$ cat config.mk
export PLATFORM = sky130hd
export DESIGN_NAME = vga_timing_gen_flat
export DESIGN_NICKNAME = d
export VERILOG_FILES = /design/src/rtl/vga_timing_pkg.sv /design/src/rtl/vga_timing_gen_if.sv /design/src/rtl/timing_axis_counter.sv /design/src/rtl/vga_timing_gen.sv /design/src/flat_wrapper.sv
export SDC_FILE = /design/constraint.sdc
export NUM_CORES = 1
export LEC_CHECK = 0
export BUFFER_PORTS_ARGS = -buffer_cell sky130_fd_sc_hd__buf_2
export CAP_MARGIN = 15
export CORE_MARGIN = 2
export CORE_UTILIZATION = 30
export DETAILED_ROUTE_END_ITERATION = 10
export REMOVE_ABC_BUFFERS = 1
export SLEW_MARGIN = 20
export SYNTH_ARGS = -nofsm -noshare
export SYNTH_HDL_FRONTEND = slang
export SYNTH_HIERARCHICAL = 1
export SYNTH_SLANG_ARGS = --single-unit
$ cat constraint.sdc
create_clock -name i_clk -period 6.1 [get_ports i_clk]
set_input_delay 0.305 -clock i_clk [delete_from_list [all_inputs] [get_ports i_clk]]
set_output_delay 0.305 -clock i_clk [all_outputs]
set_load 0.02 [all_outputs]
$ cat src/rtl/vga_timing_pkg.sv
// Shared timing constants and helpers for the VGA timing generator.
// Defaults describe 640x480@60 with a 25.175 MHz pixel clock.
package vga_timing_pkg;

   localparam int DEF_H_ACTIVE = 640;
   localparam int DEF_H_FP     = 16;
   localparam int DEF_H_SYNC   = 96;
   localparam int DEF_H_BP     = 48;
   localparam int DEF_V_ACTIVE = 480;
   localparam int DEF_V_FP     = 10;
   localparam int DEF_V_SYNC   = 2;
   localparam int DEF_V_BP     = 33;
   localparam int DEF_CW       = 10;

   // Full period of one axis (pixels per line or lines per frame).
   function automatic int axis_total(input int active, input int fp,
                                     input int sync, input int bp);
      return active + fp + sync + bp;
   endfunction

endpackage

$ cat src/rtl/vga_timing_gen_if.sv
// Output bundle of the VGA timing generator.
// LINE_CMP / LINE_IRQ exist only when VGA_TIMING_LINE_IRQ_EN is defined.
interface vga_timing_gen_if #(parameter int CW = 10);
   logic [CW-1:0] x;
   logic [CW-1:0] y;
   logic          hsync;
   logic          vsync;
   logic          de;
   logic          sof;
   logic          eol;
`ifdef VGA_TIMING_LINE_IRQ_EN
   logic [CW-1:0] line_cmp;
   logic          line_irq;

   modport master (output x, y, hsync, vsync, de, sof, eol, line_irq,
                   input  line_cmp);
   modport slave  (input  x, y, hsync, vsync, de, sof, eol, line_irq,
                   output line_cmp);
`else
   modport master (output x, y, hsync, vsync, de, sof, eol);
   modport slave  (input  x, y, hsync, vsync, de, sof, eol);
`endif
endinterface

$ cat src/rtl/timing_axis_counter.sv
// One axis of the raster: enabled counter that wraps at TOTAL-1, resets
// to TOTAL-1 (so the first enabled edge lands on 0), flags terminal count,
// and produces a registered sync decoded from the next count value.
module timing_axis_counter
   import vga_timing_pkg::*;
#(
   parameter int   ACTIVE = DEF_H_ACTIVE,
   parameter int   FP     = DEF_H_FP,
   parameter int   SYNC   = DEF_H_SYNC,
   parameter int   BP     = DEF_H_BP,
   parameter logic POL    = 1'b0,
   parameter int   CW     = DEF_CW
)(
   input  logic          i_clk,
   input  logic          i_rst,
   input  logic          i_en,
   output logic [CW-1:0] o_cnt,
   output logic [CW-1:0] o_cnt_nxt,
   output logic          o_tc,
   output logic          o_sync
);

   localparam int            TOTAL     = axis_total(ACTIVE, FP, SYNC, BP);
   localparam logic [CW-1:0] L_LAST    = CW'(TOTAL - 1);
   localparam logic [CW-1:0] L_SYNC_LO = CW'(ACTIVE + FP);
   localparam logic [CW-1:0] L_SYNC_HI = CW'(ACTIVE + FP + SYNC - 1);

   logic [CW-1:0] r_cnt;
   logic          r_sync;
   logic [CW-1:0] w_nxt;
   logic          w_tc;
   logic          w_in_win;

   assign w_tc     = (r_cnt == L_LAST);
   // Value the counter holds after this edge; equals r_cnt when disabled.
   assign w_nxt    = !i_en ? r_cnt : (w_tc ? '0 : r_cnt + 1'b1);
   assign w_in_win = (w_nxt >= L_SYNC_LO) && (w_nxt <= L_SYNC_HI);

   // Count register and sync decode advance together so sync has no lag.
   always_ff @(posedge i_clk) begin
      if (i_rst) begin
         r_cnt  <= L_LAST;
         r_sync <= ~POL;
      end else if (i_en) begin
         r_cnt  <= w_nxt;
         r_sync <= w_in_win ? POL : ~POL;
      end
   end

   assign o_cnt     = r_cnt;
   assign o_cnt_nxt = w_nxt;
   assign o_tc      = w_tc;
   assign o_sync    = r_sync;

endmodule

$ cat src/rtl/vga_timing_gen.sv
// VGA raster timing generator: X/Y counters, registered syncs and DE,
// start-of-frame and end-of-line pulses.
// Optional macro VGA_TIMING_LINE_IRQ_EN adds a line-compare interrupt.
module vga_timing_gen
   import vga_timing_pkg::*;
#(
   parameter int   H_ACTIVE  = DEF_H_ACTIVE,
   parameter int   H_FP      = DEF_H_FP,
   parameter int   H_SYNC    = DEF_H_SYNC,
   parameter int   H_BP      = DEF_H_BP,
   parameter int   V_ACTIVE  = DEF_V_ACTIVE,
   parameter int   V_FP      = DEF_V_FP,
   parameter int   V_SYNC    = DEF_V_SYNC,
   parameter int   V_BP      = DEF_V_BP,
   parameter logic HSYNC_POL = 1'b0,
   parameter logic VSYNC_POL = 1'b0,
   parameter int   CW        = DEF_CW
)(
   input  logic              i_clk,
   input  logic              i_rst,
   input  logic              i_en,
   vga_timing_gen_if.master  o_vga
);

   localparam int            H_TOTAL = axis_total(H_ACTIVE, H_FP, H_SYNC, H_BP);
   localparam int            V_TOTAL = axis_total(V_ACTIVE, V_FP, V_SYNC, V_BP);
   localparam logic [CW-1:0] L_HA    = CW'(H_ACTIVE);
   localparam logic [CW-1:0] L_VA    = CW'(V_ACTIVE);
   localparam logic [CW-1:0] L_HLAST = CW'(H_TOTAL - 1);

   logic [CW-1:0] w_x, w_y, w_x_nxt, w_y_nxt;
   logic          w_h_tc, w_v_tc, w_h_sync, w_v_sync;
   logic          w_v_en;

   logic          r_de;
   logic          r_sof;
   logic          r_eol;

   // Vertical axis steps only on the pixel edge that wraps the line.
   assign w_v_en = i_en & w_h_tc;

   timing_axis_counter #(
      .ACTIVE (H_ACTIVE), .FP (H_FP), .SYNC (H_SYNC), .BP (H_BP),
      .POL    (HSYNC_POL), .CW (CW)
   ) u_h (
      .i_clk     (i_clk),
      .i_rst     (i_rst),
      .i_en      (i_en),
      .o_cnt     (w_x),
      .o_cnt_nxt (w_x_nxt),
      .o_tc      (w_h_tc),
      .o_sync    (w_h_sync)
   );

   timing_axis_counter #(
      .ACTIVE (V_ACTIVE), .FP (V_FP), .SYNC (V_SYNC), .BP (V_BP),
      .POL    (VSYNC_POL), .CW (CW)
   ) u_v (
      .i_clk     (i_clk),
      .i_rst     (i_rst),
      .i_en      (w_v_en),
      .o_cnt     (w_y),
      .o_cnt_nxt (w_y_nxt),
      .o_tc      (w_v_tc),
      .o_sync    (w_v_sync)
   );

   // DE holds with the counters; SOF/EOL are one-cycle pulses from enabled edges.
   always_ff @(posedge i_clk) begin
      if (i_rst) begin
         r_de  <= 1'b0;
         r_sof <= 1'b0;
         r_eol <= 1'b0;
      end else begin
         r_sof <= 1'b0;
         r_eol <= 1'b0;
         if (i_en) begin
            r_de  <= (w_x_nxt < L_HA) && (w_y_nxt < L_VA);
            r_sof <= (w_x_nxt == '0) && (w_y_nxt == '0);
            r_eol <= (w_x_nxt == L_HLAST);
         end
      end
   end

`ifdef VGA_TIMING_LINE_IRQ_EN
   logic r_irq;

   // Fires when Y moves onto the compare line; Y never reaches >= V_TOTAL,
   // so out-of-range compare values can never match.
   always_ff @(posedge i_clk) begin
      if (i_rst) r_irq <= 1'b0;
      else       r_irq <= w_v_en && (w_y_nxt == o_vga.line_cmp);
   end

   assign o_vga.line_irq = r_irq;
`endif

   assign o_vga.x     = w_x;
   assign o_vga.y     = w_y;
   assign o_vga.hsync = w_h_sync;
   assign o_vga.vsync = w_v_sync;
   assign o_vga.de    = r_de;
   assign o_vga.sof   = r_sof;
   assign o_vga.eol   = r_eol;

   // Frame terminal count is not needed as an output.
   logic w_unused;
   assign w_unused = w_v_tc;

endmodule

$ cat src/flat_wrapper.sv
// flat-port wrapper written by rule: the top's interface ports become plain ports
module vga_timing_gen_flat import vga_timing_pkg::*;
#(
   parameter int   H_ACTIVE  = DEF_H_ACTIVE,
   parameter int   H_FP      = DEF_H_FP,
   parameter int   H_SYNC    = DEF_H_SYNC,
   parameter int   H_BP      = DEF_H_BP,
   parameter int   V_ACTIVE  = DEF_V_ACTIVE,
   parameter int   V_FP      = DEF_V_FP,
   parameter int   V_SYNC    = DEF_V_SYNC,
   parameter int   V_BP      = DEF_V_BP,
   parameter logic HSYNC_POL = 1'b0,
   parameter logic VSYNC_POL = 1'b0,
   parameter int   CW        = DEF_CW
)
  (i_clk, i_rst, i_en, o_vga_x, o_vga_y, o_vga_hsync, o_vga_vsync, o_vga_de, o_vga_sof, o_vga_eol);
  vga_timing_gen_if #(.CW(CW)) o_vga_i ();
  input  logic i_clk;
  input  logic i_rst;
  input  logic i_en;
  output wire logic [$bits(o_vga_i.x)-1:0] o_vga_x;
  output wire logic [$bits(o_vga_i.y)-1:0] o_vga_y;
  output wire logic [$bits(o_vga_i.hsync)-1:0] o_vga_hsync;
  output wire logic [$bits(o_vga_i.vsync)-1:0] o_vga_vsync;
  output wire logic [$bits(o_vga_i.de)-1:0] o_vga_de;
  output wire logic [$bits(o_vga_i.sof)-1:0] o_vga_sof;
  output wire logic [$bits(o_vga_i.eol)-1:0] o_vga_eol;
  assign o_vga_x = o_vga_i.x;
  assign o_vga_y = o_vga_i.y;
  assign o_vga_hsync = o_vga_i.hsync;
  assign o_vga_vsync = o_vga_i.vsync;
  assign o_vga_de = o_vga_i.de;
  assign o_vga_sof = o_vga_i.sof;
  assign o_vga_eol = o_vga_i.eol;
  vga_timing_gen #(.H_ACTIVE(H_ACTIVE), .H_FP(H_FP), .H_SYNC(H_SYNC), .H_BP(H_BP), .V_ACTIVE(V_ACTIVE), .V_FP(V_FP), .V_SYNC(V_SYNC), .V_BP(V_BP), .HSYNC_POL(HSYNC_POL), .VSYNC_POL(VSYNC_POL), .CW(CW)) u_core (.i_clk(i_clk), .i_rst(i_rst), .i_en(i_en), .o_vga(o_vga_i));
endmodule
# [Word-level counts from Yosys, hierarchy flattened]
# Cells that the tools add are included.
[classes] addsub=2 magnitude_cmp=6 eq_ne=3 muxes=6 bitwise_logic=2 reduce_logical=7
[ops] op="two-way mux 10 bit" n=4
[ops] op="equality test 10 bit (second input constant)" n=3
[ops] op="adder 10 x 1 -> 10 bit (second input constant)" n=2
[ops] op="zero test 10 bit" n=2
[ops] op="greater-or-equal comparator 10 bit (second input constant)" n=1
[ops] op="greater-or-equal comparator 10 x 9 -> 1 bit (second input constant)" n=1
[ops] op="less-or-equal comparator 10 bit (second input constant)" n=1
[ops] op="less-or-equal comparator 10 x 9 -> 1 bit (second input constant)" n=1
[ops] op="less-than comparator 10 bit (second input constant)" n=1
[ops] op="less-than comparator 10 x 9 -> 1 bit (second input constant)" n=1
[ops] op="logical AND 1 bit" n=4
[ops] op="two-way mux 1 bit" n=2
[ops] op="OR reduction 2 bit" n=1
[ops] op="AND 1 bit" n=1
[ops] op="inverter 1 bit" n=1
[totals] regBits=25 input_bits=3 out_inout_bits=25 word_cells=33

# [Depth between registers and ports, before layout]
[depth] word_depth=6 mapped_depth=12

# [Hierarchy]
# The synthesis kept the hierarchy.
[modules_own_cells] module="timing_axis_counter (u_core.u_v)" instances=1 cells_per_inst=87 area_per_inst_um2=710.7 seq_area_each_um2=220.2
[modules_own_cells] module="timing_axis_counter (u_core.u_h)" instances=1 cells_per_inst=75 area_per_inst_um2=631.9 seq_area_each_um2=220.2
[modules_own_cells] module="vga_timing_gen" instances=1 cells_per_inst=21 area_per_inst_um2=173.9 seq_area_each_um2=60.1

# [Least setup slack after synthesis]
# Ideal clock, no wire load.
[synth_path] kind="register -> register" start="register u_core.u_h.r_cnt[0] (netlist: u_core/u_h/o_cnt[0])" end="register u_core.r_sof (netlist: u_core/o_vga.sof)" setup_time_ns=0.073 arrival_ns=2.556 required_ns=6.027 slack_ns=3.471 stages_incl_launch_ff=12 n_path_buf=0 period_less_slack_ns=2.629 path_cell_list="dfxtp_1 > ha_1 > and2_1 > and3b_2 > and2_1 > nand4_1 > nor4_1 > xnor2_1 > a21oi_1 > nor4_1 > nand4_1 > nor3_2"
[synth_via] elab_chain_cells=5 elab_cells_between_ends=9
[synth_rtl] element="start, declared" line="timing_axis_counter.sv:28" source="logic [CW-1:0] r_cnt;"
[synth_rtl] element="start signal, assigned" line="timing_axis_counter.sv:45" source="r_cnt <= w_nxt;"
[synth_rtl] element="equality test 10 bit" line="timing_axis_counter.sv:34" source="assign w_tc = (r_cnt == L_LAST);"
[synth_rtl] element="named net u_core.w_h_tc" line="vga_timing_gen.sv:32" source="logic w_h_tc, w_v_tc, w_h_sync, w_v_sync;"
[synth_rtl] element="AND 1 bit" line="vga_timing_gen.sv:40" source="assign w_v_en = i_en & w_h_tc;"
[synth_rtl] element="named net u_core.w_v_en" line="vga_timing_gen.sv:33" source="logic w_v_en;"
[synth_rtl] element="two-way mux 10 bit" line="timing_axis_counter.sv:36" source="assign w_nxt = !i_en ? r_cnt : (w_tc ? '0 : r_cnt + 1'b1);"
[synth_rtl] element="named net u_core.w_y_nxt[9]" line="vga_timing_gen.sv:31" source="logic [CW-1:0] w_x, w_y, w_x_nxt, w_y_nxt;"
[synth_rtl] element="zero test 10 bit" line="vga_timing_gen.sv:79" source="r_sof <= (w_x_nxt == '0) && (w_y_nxt == '0);"
[synth_rtl] element="logical AND 1 bit" line="vga_timing_gen.sv:79"
[synth_rtl] element="end signal, assigned" line="vga_timing_gen.sv:79"
[synth_rtl] element="end, declared" line="vga_timing_gen.sv:36" source="logic r_sof;"
# The timed path passes the listed nets, and every way through them passes these cells.
# A chain may end at the register's enable or synchronous reset.

# [Final worst setup path]
# Ends and elaborated chain as after synthesis.

==> flow_metrics.env <==
export IMPL_root_buffer="clkbuf_8"
export IMPL_post_cts_setup_buffers=0
export IMPL_tightest_slew_ps=448
export IMPL_cp_startpoint="u_core/u_h/o_cnt[0]"
export IMPL_critPathKind="register to register"
export IMPL_ys_warn_count=6
export IMPL_port_buffers=27
export IMPL_drt_iter0_drc=63
export IMPL_ys_types=50
export IMPL_placed_area_sq_um=1690
export IMPL_synthXorXnorAreaFrac_pct=5.78
export IMPL_synth_area_mux_share_pct=0.743
export IMPL_antenna_cells=0
export IMPL_rsz0062_at_grt="false"
export IMPL_use_met1_pct=19.5
export IMPL_p_seq_share_pct=43.2
export IMPL_start_kind="register"
export IMPL_cts_made_buffers=3
export IMPL_internal_power_mw=0.285
export IMPL_crit_end="u_core/o_vga.sof"
export IMPL_synth_top_cell_area_share_pct=33.0
export IMPL_fmax_mhz=319
export IMPL_maxCapViolCount=0
export IMPL_final_util_pct=36.2
export IMPL_viasPerCell=4.99
export IMPL_finalCritPeriodShare_pct=51.4
export IMPL_track_usage_pct=13.8
export IMPL_r2r_cells=11
export IMPL_avgSynthCellArea_sq_um=8.29
export IMPL_grt_overflow=0
export IMPL_crit_family="simple AND/OR/NAND/NOR gates"
export IMPL_grt_max_degree=20
export IMPL_use_met2_pct=21.5
export IMPL_grt_first_pass_wirelength_mm=5.97
export IMPL_wl_per_cell_microns=13.1
export IMPL_vdd_drop_max_uv=80.3
export IMPL_clkPwrFrac_pct=22.6
export IMPL_die_w_microns=75.1
export IMPL_total_power_mw=0.459
export IMPL_cpPeakStageDelay_ps=410
export IMPL_cts_buffer_depth=2
export IMPL_final_cell_area_sq_um=1730
export IMPL_synth_compound_area_share_pct=14.9
export IMPL_synth_seq_cells=25
export IMPL_clock_latency_ps=270
export IMPL_synth_top_family_by_area="simple AND/OR/NAND/NOR gates"
export IMPL_nNetsFinal=216
export IMPL_worst_slack_ps=2960
export IMPL_combPwrFrac_pct=34.2
export IMPL_period_needed_ps=3140
export IMPL_yosysTopAreaCell="dfxtp_1"
export IMPL_core_area_sq_um=4790
export IMPL_fp_dieH_microns=75.1
export IMPL_whs_ps=406
export IMPL_grt_pass1_vias=1270
export IMPL_status="complete, no violations"
export IMPL_area_delta_synth_final_pct=14.2
export IMPL_r2r_end="u_core/o_vga.sof"
export IMPL_r2r_slack_ps=2960
export IMPL_slowest_stage="dfxtp_1"
export IMPL_synth_adder_area_share_pct=2.48
export IMPL_yosysMostFrequentCell="dfxtp_1"
export IMPL_final_cells=276
export IMPL_ant_nets=0
export IMPL_dieArea_sq_um=5640
export IMPL_start_util_pct=31.7
export IMPL_p_sw_mw=0.174
export IMPL_dp_hpwl_mm=2.65
export IMPL_first_pass_iters=4
export IMPL_vias=1378
export IMPL_cts_hold_buf=0
export IMPL_cts_tree="built"
export IMPL_worstPathRequired_ps=6300
export IMPL_grt_util_met3_pct=2.41
export IMPL_htreeDepth=1
export IMPL_synth_edff_count=0
export IMPL_power_density_nw_per_um2=265
export IMPL_rr_startpoint="u_core/u_h/o_cnt[0]"
export IMPL_setup_violations=0
export IMPL_hold_viol=0
export IMPL_rows=25
export IMPL_pin_count=28
export IMPL_place_gp_congestion=0.830
export IMPL_skew_ps=3.82
export IMPL_fill_cells=511
export IMPL_critPathMaxFanout=12
export IMPL_routed_wl_mm=3.61
export IMPL_clock_sinks=25
export IMPL_post_place_cells=272
export IMPL_pre_cts_slack_ps=3010
export IMPL_grt_antenna_before_repair=0
export IMPL_clk_transition_reported_paths_ps=100
export IMPL_hp_class="input port to register"
export IMPL_p_leak_nw=0.688
export IMPL_top_usage_layer="met2"
export IMPL_drv_slew=0
export IMPL_synth_area_sq_um=1520
export IMPL_ys_async_sr_fraction_pct=0
export IMPL_drc=0
export IMPL_cp_depth=11
export IMPL_worstSetupEndpointType="register"
export IMPL_cts_resized=0
export IMPL_fin_setup_tns_ps=0
export IMPL_yosys_top_cells_count="dfxtp_1, nand2_1, inv_1"
export IMPL_cp_buffers_inverters=0
export IMPL_synthSimpleGateAreaFrac_pct=35.6
export IMPL_max_slew_margin_rel_pct=69.9
export IMPL_drive_gt1_share_pct=22.0
export IMPL_yosys_top_cells_area="dfxtp_1, xnor2_1, nand2_1"
export IMPL_yosysSeqAreaShare_pct=33.0
export IMPL_arrival_ps=3340
export IMPL_synthCells=183
export IMPL_swShare_pct=37.8
export IMPL_ys_flop_type="dfxtp_1"
export IMPL_cp_cell_sequence="ha_1 > and2_1 > and3b_2 > and2_1 > nand4_1 > nor4_1 > xnor2_1 > a21oi_1 > nor4_1 > nand4_1 > nor3_2"
[power groups by stage]
stage	Sequential (mW)	Combinational (mW)	Clock, mW
finish	0.198	0.157	0.104
global route	0.202	0.172	0.112
CTS	0.198	0.157	0.107
detailed placement	0.202	0.156	0
global placement	0.202	0.157	0
floorplan	0.215	0.101	0
[logic make-up (layout without fill, tap and decap cells)]
group                    after synthesis  in the layout
AND/OR/NAND/NOR                       90             90
AO/OA/AOI/OAI                         32             32
flip-flops                            25             25
buffers and inverters                 22             48
XOR/XNOR                              10             10
adder cells (fa/ha/maj)                3              3
multiplexers                           1              1
[worst min path at each step]
stage | startpoint | slack (ps) | to | depth (start not counted)
global placement | u_core/o_vga.de | 470 | u_core/o_vga.de | 2
floorplan | i_rst | 370 | u_core/o_vga.de | 1
CTS | i_rst | 410 | u_core/u_v/o_cnt[5] | 2
detailed placement | u_core/o_vga.de | 470 | u_core/o_vga.de | 2
global route | i_rst | 430 | u_core/u_h/o_cnt[6] | 2
finish | i_rst | 410 | u_core/u_v/o_cnt[7] | 2
[area by class of cell]
type / instances / area (sq um) / area share (%)
Multi-Input combinational cell: 136 / 902 / 52.1
Sequential cell: 25 / 500 / 28.9
Timing Repair Buffer: 27 / 135 / 7.80
Tap cell: 67 / 83.8 / 4.84
Inverter: 17 / 63.8 / 3.68
Clock buffer: 3 / 41.3 / 2.38
Clock inverter: 1 / 5.00 / 0.289
[registers in the layout, summed over array words and instances (netlist names)]
name	count
u_core/o_vga.de	1
u_core/u_h/o_cnt	10
u_core/o_vga.sof	1
u_core/u_v/o_sync	1
u_core/u_v/o_cnt	10
u_core/u_h/o_sync	1
u_core/o_vga.eol	1
[layout by cell type, fill, tap and decap left out, drive strengths merged, types with 4 or more instances in the layout]
cell type  netlist  layout
a21oi            4       4
buf              4      27
dfxtp           25      25
inv             17      17
nand2           18      18
nand2b           7       7
nand3            4       4
nand4            9       9
nor2            13      13
nor2b            5       5
nor3             9       9
nor4             9       9
o21ai           10      10
xnor2            9       9
[layer usage]
| layer | wire (microns) | part of all wire (%) |
|---|---|---|
| met5 | 0 | 0 |
| met4 | 35 | 0.97 |
| met3 | 145 | 4.0 |
| met2 | 1630 | 45 |
| met1 | 1800 | 50 |
[worst reg2reg max path, cell delays in order, from the launching register on]
cell and delay, ps:
dfxtp_1 410, ha_1 260, and2_1 180, and3b_2 230, and2_1 380, nand4_1 330
nor4_1 410, xnor2_1 160, a21oi_1 80, nor4_1 310, nand4_1 140, nor3_2 180
No activity file was read; power rests on OpenSTA's default activity.
